===== src/rtl/rr_mux_arbiter.sv =====
// Round-robin owner arbitration for a shared 4-to-1 mux: registered select/grant,
// bounded hold under contention, combinational forwarding of the owner's data.
module rr_mux_arbiter #(
  parameter int unsigned DATA_W   = 8,
  parameter int unsigned MAX_HOLD = 4
) (
  input  logic              clk,
  input  logic              rst,
  input  logic [3:0]        req,
  input  logic [DATA_W-1:0] in0,
  input  logic [DATA_W-1:0] in1,
  input  logic [DATA_W-1:0] in2,
  input  logic [DATA_W-1:0] in3,
  output logic [3:0]        gnt,
  output logic [1:0]        sel,
  output logic              busy,
  output logic [DATA_W-1:0] out_data,
  output logic              out_valid
);

  localparam int unsigned N_REQ  = 4;
  localparam int unsigned IDX_W  = 2;
  localparam int unsigned HOLD_W = 4;
  localparam logic [HOLD_W-1:0] HOLD_TOP = HOLD_W'(MAX_HOLD - 1);

  typedef enum logic {
    S_IDLE  = 1'b0,
    S_GRANT = 1'b1
  } state_t;

  state_t              state, state_nxt;
  logic [N_REQ-1:0]    gnt_nxt;
  logic [IDX_W-1:0]    sel_nxt;
  logic                busy_nxt;
  logic [IDX_W-1:0]    last, last_nxt;
  logic [HOLD_W-1:0]   hold_cnt, hold_nxt;

  logic                owner_req;
  logic [N_REQ-1:0]    others;
  logic [IDX_W-1:0]    win_all;
  logic [IDX_W-1:0]    win_oth;

  // First set bit of r scanning upward from prev+1, wrapping 3->0.
  function automatic logic [IDX_W-1:0] rr_pick(input logic [N_REQ-1:0] r,
                                               input logic [IDX_W-1:0] prev);
    logic [IDX_W-1:0] idx;
    logic             found;
    rr_pick = prev;
    found   = 1'b0;
    for (int k = 1; k <= N_REQ; k++) begin
      idx = prev + IDX_W'(k);
      if (!found && r[idx]) begin
        rr_pick = idx;
        found   = 1'b1;
      end
    end
  endfunction

  assign owner_req = req[sel];
  assign others    = req & ~(N_REQ'(1) << sel);
  assign win_all   = rr_pick(req, last);
  assign win_oth   = rr_pick(others, last);

  // State and registered outputs.
  always_ff @(posedge clk) begin
    if (rst) begin
      state    <= S_IDLE;
      gnt      <= '0;
      sel      <= '0;
      busy     <= 1'b0;
      last     <= IDX_W'(N_REQ - 1);
      hold_cnt <= '0;
    end else begin
      state    <= state_nxt;
      gnt      <= gnt_nxt;
      sel      <= sel_nxt;
      busy     <= busy_nxt;
      last     <= last_nxt;
      hold_cnt <= hold_nxt;
    end
  end

  // Next-state and output decode.
  always_comb begin
    state_nxt = state;
    gnt_nxt   = gnt;
    sel_nxt   = sel;
    busy_nxt  = busy;
    last_nxt  = last;
    hold_nxt  = hold_cnt;

    unique case (state)
      S_IDLE: begin
        gnt_nxt  = '0;
        busy_nxt = 1'b0;
        if (|req) begin
          state_nxt = S_GRANT;
          gnt_nxt   = N_REQ'(1) << win_all;
          sel_nxt   = win_all;
          last_nxt  = win_all;
          hold_nxt  = '0;
          busy_nxt  = 1'b1;
        end
      end
      S_GRANT: begin
        if (owner_req && ((others == '0) || (hold_cnt < HOLD_TOP))) begin
          hold_nxt = (hold_cnt == HOLD_TOP) ? hold_cnt : hold_cnt + HOLD_W'(1);
        end else if (others != '0) begin
          // Direct handover, no idle bubble; new owner starts a fresh hold window.
          gnt_nxt  = N_REQ'(1) << win_oth;
          sel_nxt  = win_oth;
          last_nxt = win_oth;
          hold_nxt = '0;
        end else begin
          state_nxt = S_IDLE;
          gnt_nxt   = '0;
          busy_nxt  = 1'b0;
        end
      end
      default: begin
        state_nxt = S_IDLE;
        gnt_nxt   = '0;
        busy_nxt  = 1'b0;
      end
    endcase
  end

  // Unregistered datapath mux driven by the registered select.
  always_comb begin
    unique case (sel)
      2'd0:    out_data = in0;
      2'd1:    out_data = in1;
      2'd2:    out_data = in2;
      default: out_data = in3;
    endcase
  end

  assign out_valid = busy & req[sel];

endmodule


===== config.mk =====
export PLATFORM = sky130hd
export DESIGN_NAME = rr_mux_arbiter
export DESIGN_NICKNAME = d
export VERILOG_FILES = /design/src/rtl/rr_mux_arbiter.sv
export SDC_FILE = /design/constraint.sdc
export NUM_CORES = 1
export LEC_CHECK = 0
export ABC_AREA = 1
export CORE_AREA = 2 2 61 63
export DETAILED_ROUTE_END_ITERATION = 12
export DIE_AREA = 0 0 63 65
export PLACE_DENSITY_LB_ADDON = 0.08
export SLEW_MARGIN = 20
export SYNTH_ARGS = -nofsm -noshare
export SYNTH_HDL_FRONTEND = slang
export SYNTH_SLANG_ARGS = --single-unit
export TNS_END_PERCENT = 5

===== constraint.sdc =====
create_clock -name clk -period 2.2 [get_ports clk]
set_input_delay 0.22 -clock clk [delete_from_list [all_inputs] [get_ports clk]]
set_output_delay 0.22 -clock clk [all_outputs]
set_load 0.03 [all_outputs]

==> metrics.txt, run 1 <==
Max Root-Sink Buffers=2; Fin. Hold Viols=0; fin crit share=0.8741; R2R cell count=11; f_max=0.5200 GHz; CTS hold repair buffers=0; multi-input logic area=1044 um2; Fillers=372; Die Wd=63 um; Leakage Power=1.049 nW; CTS resizes=0; status=finished clean; clk root buf=clkbuf_4; DP Cell Count=367; layout cells sized above 1=0.1304; Final Critical Period=1.923 ns; Post-CTS Setup Bufs=0; post-DR vias/cell=4.932; Yosys warning count=0; Setup WS pre-CTS=0.2289 ns; # diodes=0; share of the synthesized area in the top cell type=0.2720; power per cell area=1465 nW/um2; post-synthesis register bit count=14; Final Max Slew Viols=0; CORE AREA=3496 um2; CP Max Fanout=8; drt drc=0; non-filler cells, final=370; Worst slew margin=0.7236; post-route setup TNS=0 ns; Final Skew=0.001382 ns; largest net degree at the start of global routing=14; Hold Path Origin=busy; grt ovf=0; dominant cells by area after synthesis=nand2_1, dfxtp_1, nand3_1, nor2_1, nand4_1; Worst Hold Class=flop to flop; gr usage total=0.2183; clk sinks=14; CTS tree=built; DIE HEIGHT=65 um; area leader, netlist=nand2_1; FF-to-FF End=gnt[1]; Total Die Area=4095 um2; RSZ-0062 raised after global routing=false; DRT antenna net count=0; total wire length=4371 um; worst slew pin tran=0.4141 ns; Num CTS Buffers=3; Reg-to-Reg Start=last[0]; initial core utilization=0.4184; GP Congestion=0.8869; flop-to-flop setup slack=0.28 ns; Mapped Area=1463 um2; Max Cap Violations=0; worst skew pair latency=0.29 ns; initial antenna violation count=0; Wirelength per Cell=11.81 um; number of global-route vias before repair=1,650; Yosys cell types=27; power consumption=3.054 mW; Row Count=22; Setup-failing EPs final=0; register area share after synthesis=0.1916; DRT Pass-1 Iters=4; CP required=2.39 ns; IO Count=54; syn nets=306; first-pass GRT wire length=7265 um; Worst setup SP type=flop; register area=280.3 um2; I/O Buffers=53; Post-Syn Instances=267; Clock transition at path regs=0.08 ns; crit end category=flop; H-Tree Level Count=1; Hold Path End=busy; Final WS setup=0.2770 ns; area grow syn2layout=42.52%; WP data arrival=2.11 ns; Vias=1,825; DR iter-0 viols=113; Detail Placement HPWL=3402 um; Total Nets Final=363; Worst Setup Path Type=flop to flop; VDD IR max=0.8647 mV; Hold Path Depth=2; Avg Inst Size Synth=5.478 um2
worst max-delay path, cell delays in order (launching register included):
cell,delay (ns)
dfxtp_1,0.51
buf_4,0.20
buf_4,0.12
nor2_1,0.04
nand3_1,0.11
nand4_1,0.18
nor2_1,0.20
nand3_1,0.12
nand2_1,0.13
nor2_1,0.06
nor2_1,0.10
nor2_1,0.05
cell usage in the layout (no fill, tap or decap), types with 7 or more instances in the layout:
| cell type | instances |
|---|---|
| dlymetal6s2s_1 | 8 |
| inv_1 | 14 |
| inv_2 | 9 |
| dfxtp_1 | 14 |
| o21ai_0 | 7 |
| a21oi_1 | 9 |
| nand2_2 | 11 |
| nor2_1 | 28 |
| nand2_1 | 106 |
| clkdlybuf4s50_1 | 44 |
| nand3_1 | 27 |
| nand4_1 | 12 |
Yosys cell counts:
master      n
nor2_1     28
nor4_1      1
a211oi_1    1
o22ai_1     1
a21oi_1     9
inv_4       1
inv_2       9
nand2_1   106
nand3_2     2
o21ai_0     7
o21bai_1    2
buf_4       2
buf_2       1
nand3b_1    2
ha_1        1
nand4_1    12
dfxtp_1    14
nand2_4     3
buf_6       2
inv_1      14
nand2_2    11
nand3_1    27
nor2_2      6
buf_1       1
o21ai_1     2
nor3_2      1
o211ai_1    1
sequential cells by signal (all words and copies together) (netlist names):
signal	cells
busy	1
gnt	4
hold_cnt	4
last	2
sel	2
state	1
power breakdown:
part | internal, mW | total (mW) | switching, mW
combinational | 0.895 | 2.48 | 1.58
sequential | 0.336 | 0.428 | 0.0926
clock | 0.0638 | 0.150 | 0.0864
cell type report:
type / count / area share
timing repair buffer: 58 / 0.2809
multi-input combinational: 223 / 0.5006
sequential: 14 / 0.1345
tap: 48 / 0.02881
inverter: 24 / 0.04442
clock buffer: 3 / 0.01080
cells by family (layout without fill, tap and decap cells):
kind of cell	after synthesis	after routing	synth area share
and+or+nand+nor	199	199	0.6185
buffers and inverters	30	85	0.09494
AOI/OAI and AO/OA	23	23	0.08640
DFF	14	14	0.1916
adders and majority gates	1	1	0.008553
stage by stage:
stage          cell area, um2  utilization  hold slack (ns)
2_1_floorplan            1463            -           0.3822
3_3_place_gp             2042       0.5841           0.4738
3_5_place_dp             2042       0.5841           0.4905
4_1_cts                  2064       0.5906           0.5071
5_1_grt                  2085       0.5963           0.5221
6_report                 2085       0.5963           0.4951
worst max-delay path by stage:
stage,start,to,slack (ns)
floorplan,sel[1],hold_cnt[1],0.46
finish,last[0],gnt[1],0.28
global placement,req[1],hold_cnt[1],0.23
CTS,sel[0],out_data[1],0.03
detailed placement,req[2],gnt[1],0.23
global route,last[0],gnt[3],0.09
layer usage:
metal	global-route usage	up-vias	wire [um]
met5	0	-	0
met4	0.08056	0	61
met3	0.02951	5	288
met2	0.3630	51	1952
met1	0.2874	796	2069
li1	-	973	-
Note: power is estimated with default switching activity, not from simulation.
==> inputs of run 2 (changes only) <==
- REMOVE_ABC_BUFFERS: unset -> 1
==> run 2 against run 1 <==
  * Flip-flop and latch count stayed put
  * Worst setup slack better by 0.041 ns
  * Core utilization is 0.18 points higher
  * Largest cell class unchanged
  * Critical endpoint is now gnt[3]
  * Critical path type unchanged
==> metrics.txt, run 2 (same netlist as run 1, synthesis figures left out) <==
status=finished clean; Final Skew=0.007101 ns; power consumption=3.098 mW; met1 Use GR=0.3037; flop-to-flop setup slack=0.32 ns; placed inst area=2034 um2; # diodes=0; DRT Pass-1 Iters=4; RSZ-0062 raised after global routing=false; CORE AREA=3496 um2; H-Tree Level Count=1; Crit-path slowest cell=dfxtp_1; drt drc=0; Hold Path End=busy; grt ovf=0; power per cell area=1482 nW/um2; Worst Setup Path Type=flop to flop; f_max=0.5313 GHz; IO Count=54; non-filler cells, final=370; GR Layer Usage met2=0.3657; Clock transition at path regs=0.09 ns; CP Max Fanout=8; Max Root-Sink Buffers=2; Max Cap Violations=0; total wire length=4445 um; Top Usage Layer GRT=met2; Final WS setup=0.3177 ns; post-route setup TNS=0 ns; layout cells sized above 1=0.1304; worst skew pair latency=0.29 ns; Num CTS Buffers=3; most common cell after layout, fill and taps aside=nand2_1; initial antenna violation count=0; Hold Path Origin=busy; Worst Hold Class=flop to flop; DIE HEIGHT=65 um; Layout Utilization=0.5981; gr usage total=0.2240; VDD IR max=0.8751 mV; Reg-to-Reg Start=last[1]; met3 Resource Use GR=0.03472; Die Wd=63 um; number of global-route vias before repair=1,675; post-DR vias/cell=4.924; commonest non-fill, non-tap cells in the layout=nand2_1, clkdlybuf4s50_1, nor2_1; clk sinks=14; clk root buf=clkbuf_4; DP Cell Count=366; Final Critical Period=1.882 ns; crit-path leading delay family=simple AND/OR/NAND/NOR gates; worst slew pin tran=0.4048 ns; Post-CTS Setup Bufs=0; Total Nets Final=362; Vias=1,822; area grow syn2layout=42.94%; WP buf/inv=2; Row Count=22; I/O Buffers=53; Final Max Slew Viols=0; R2R cell count=13; fin crit share=0.8556; DRT antenna net count=0; Worst slew margin=0.7299; Worst setup SP type=flop; first-pass GRT wire length=7514 um; initial core utilization=0.4184; crit end category=flop; DR iter-0 viols=132; Detail Placement HPWL=3473 um; GP Congestion=0.8790; Leakage Power=1.052 nW; final hold slack=0.5267 ns; Setup WS pre-CTS=0.2182 ns; Hold Path Depth=2; CTS tree=built; Most common cell on crit path=nand2_1; Total Die Area=4095 um2; largest net degree at the start of global routing=14; cell-by-cell trace of the critical path=inv_2, nand2_1, nand2_4, nand2_1, nand2_2, o21ai_0, nand3_1, nand2_2, inv_1, nand3_1, nand2_1, nor2_1, nor2_1; Setup-failing EPs final=0; Wirelength per Cell=12.01 um; Fin. Hold Viols=0; Top Registers=gnt (4), hold_cnt (4); CP required=2.38 ns; WP data arrival=2.06 ns; Final Instance Area=2091 um2; FF-to-FF End=gnt[3]; Critical Path Max Stage Delay=0.51 ns
run 2: changes by cell type in the layout (fill, tap and decap cells not counted), sizes merged:
cell / previous run / this run
clkbuf: 3 / 4
buf: 6 / 5
run 2: worst max-delay path by stage:
stage	from	endpoint	cells after the start
3_5_place_dp	req[1]	gnt[3]	13
3_3_place_gp	req[1]	gnt[3]	13
5_1_grt	last[1]	gnt[3]	13
4_1_cts	sel[0]	out_data[3]	5
6_report	last[1]	gnt[3]	13
2_1_floorplan	last[0]	gnt[3]	13
run 2: worst min-delay path, stage by stage, from the launching register on:
cell      delay (ns)
dfxtp_1         0.32
inv_1           0.08
a211oi_1        0.08
run 2: layer usage:
metal | share of wire | vias to the layer above | routed length, um
met5 | 0 | - | 0
met4 | 0.0083 | 0 | 37
met3 | 0.056 | 5 | 249
met2 | 0.45 | 50 | 2017
met1 | 0.48 | 793 | 2140
li1 | - | 974 | -
run 2: what timing repair did:
| action | in CTS | in global routing |
|---|---|---|
| endpoints found under the setup margin | 0 | 8 |
| gates resized for setup | 0 | 8 |
| hold buffers | 0 | 0 |
run 2: final cells by class:
| cell class | instances | area, um2 |
|---|---|---|
| flip-flops and latches | 14 | 280.3 |
| multi-input cells | 223 | 1044 |
| well taps | 48 | 60.06 |
| clock buffers | 4 | 36.28 |
| inverters | 24 | 92.59 |
| repair buffers | 57 | 578.1 |
| fillers | 369 | 1405 |
run 2: power breakdown:
part | leakage, nW | switching [mW] | internal (mW)
Clock | 0.0210 | 0.0879 | 0.101
Combinational | 0.915 | 1.60 | 0.887
Sequential | 0.116 | 0.0859 | 0.336
Total | 1.05 | 1.78 | 1.32
==> inputs of run 3 (changes only) <==
- SETUP_SLACK_MARGIN: unset -> 0.4
==> run 3 against run 2 <==
  * Clock power barely moved
  * Via count rose by 1.5%
  * Critical endpoint is now out_data[2]
  * Wire length fell by 0.94%
  * Power fell by 0.51%
  * Cell count did not move
==> metrics.txt, run 3 (same netlist as run 1, synthesis figures left out) <==
status=finished clean; Worst Hold Class=flop to flop; H-Tree Level Count=1; Final Max Slew Viols=0; Top Registers=gnt (4), hold_cnt (4); Wirelength per Cell=11.90 um; Setup WS pre-CTS=0.2182 ns; CTS tree=built; Fin. Hold Viols=0; Crit-path slowest cell=dfxtp_2; Fillers=375; Most common cell on crit path=nand2_1; Hold Path Origin=sel[1]; Critical Path Max Stage Delay=0.42 ns; CP required=1.98 ns; DRT Pass-1 Iters=4; Row Count=22; DIE HEIGHT=65 um; Worst setup SP type=flop; Final WS setup=0.4111 ns; multi-input logic area=1049 um2; Setup-failing EPs final=0; first-pass GRT wire length=7514 um; crit-path leading delay family=buffers and inverters; DRT antenna net count=0; initial core utilization=0.4184; fin crit share=0.8131; WP buf/inv=2; Clock transition at path regs=0.09 ns; clk root buf=clkbuf_4; Final Skew=0.008080 ns; largest net degree at the start of global routing=14; commonest non-fill, non-tap cells in the layout=nand2_1, clkdlybuf4s50_1, nor2_1; most common cell after layout, fill and taps aside=nand2_1; area grow syn2layout=41.92%; worst slew pin tran=0.3268 ns; Worst Setup SP=sel[0]; drt drc=0; cell-by-cell trace of the critical path=nand2_1, inv_2, nand2_1, nand4_1, clkdlybuf4s15_1; post-route setup TNS=0 ns; Leakage Power=0.9738 nW; Final Critical Period=1.789 ns; Vias=1,850; Worst slew margin=0.7814; Total Die Area=4095 um2; DR iter-0 viols=126; crit end category=output port; # diodes=0; flop-to-flop setup slack=0.45 ns; layout cells sized above 1=0.1460; post-DR vias/cell=5.000; gr usage total=0.2240; total wire length=4403 um; Detail Placement HPWL=3473 um; f_max=0.5590 GHz; Num CTS Buffers=3; CORE AREA=3496 um2; Max Root-Sink Buffers=2; initial antenna violation count=0; Reg-to-Reg Start=last[0]; CTS hold repair buffers=0; GP Congestion=0.8790; VDD IR max=0.8736 mV; Worst Setup Path Type=flop to output port; Total Nets Final=362; WP data arrival=1.57 ns; power per cell area=1485 nW/um2; worst skew pair latency=0.29 ns; CP Max Fanout=9; grt ovf=0; clk sinks=14; number of global-route vias before repair=1,675; IO Count=54; register area=285.3 um2; RSZ-0062 raised after global routing=true; Die Wd=63 um; Max Cap Violations=0; I/O Buffers=53
-- run 3: cell count changes in the layout (fill, tap and decap cells not counted), sizes merged --
cell / before / now
dlymetal6s2s: 8 / 0
clkdlybuf4s15: 0 / 7
clkbuf: 4 / 5
-- run 3: worst register-to-register path, cell delays in order, from the launching register on --
cell and delay (ns):
dfxtp_2 0.35, buf_4 0.16, nand2_1 0.11, nand3b_1 0.15, nand4_1 0.18, nor2_1 0.22
nand3_1 0.13, nand2_1 0.12, nor2_1 0.05, nor2_1 0.11, nor2_1 0.05
-- run 3: worst paths after layout --
kind / to / depth (start not counted)
worst max-delay path: out_data[2] / 5
worst min-delay path: sel[1] / 2
worst max register to register: gnt[0] / 10
worst min register to register: sel[1] / 2
-- run 3: cell type report --
class                   count  area share
flip-flops and latches     14      0.1374
inverters                  24     0.04461
repair buffers             57      0.2664
well taps                  48     0.02893
clock buffers               4     0.01748
multi-input cells         223      0.5051
-- run 3: metrics by stage --
step / cells / power (mW) / instance area (um2) / hold WS, ns / utilization
final: 370 / 3.082 / 2076 / 0.5210 / 0.5938
after global routing: 370 / 3.397 / 2076 / 0.5533 / 0.5938
after CTS: 370 / 3.070 / 2072 / 0.5326 / 0.5927
after detailed placement: 366 / 2.922 / 2034 / 0.5168 / 0.5820
after global placement: 366 / 2.917 / 2034 / 0.5137 / 0.5820
after floorplan: 261 / 2.162 / 1416 / 0.2891 / -
-- run 3: timing repair --
action,4_1_cts,5_1_grt
resized for setup,17,6
buffers inserted,0,0
pin swaps,0,1
setup endpoints to repair,16,21
cloned,0,0
-- run 3: metal layers --
layer	wire length, um	track usage
met5	0	0
met3	314	0.03472
met2	1966	0.3657
met4	72	0.06667
met1	2049	0.3037
-- run 3: where the power goes --
part,internal [mW],switching (mW)
clock,0.101,0.0881
combinational,0.854,1.60
sequential,0.344,0.0922
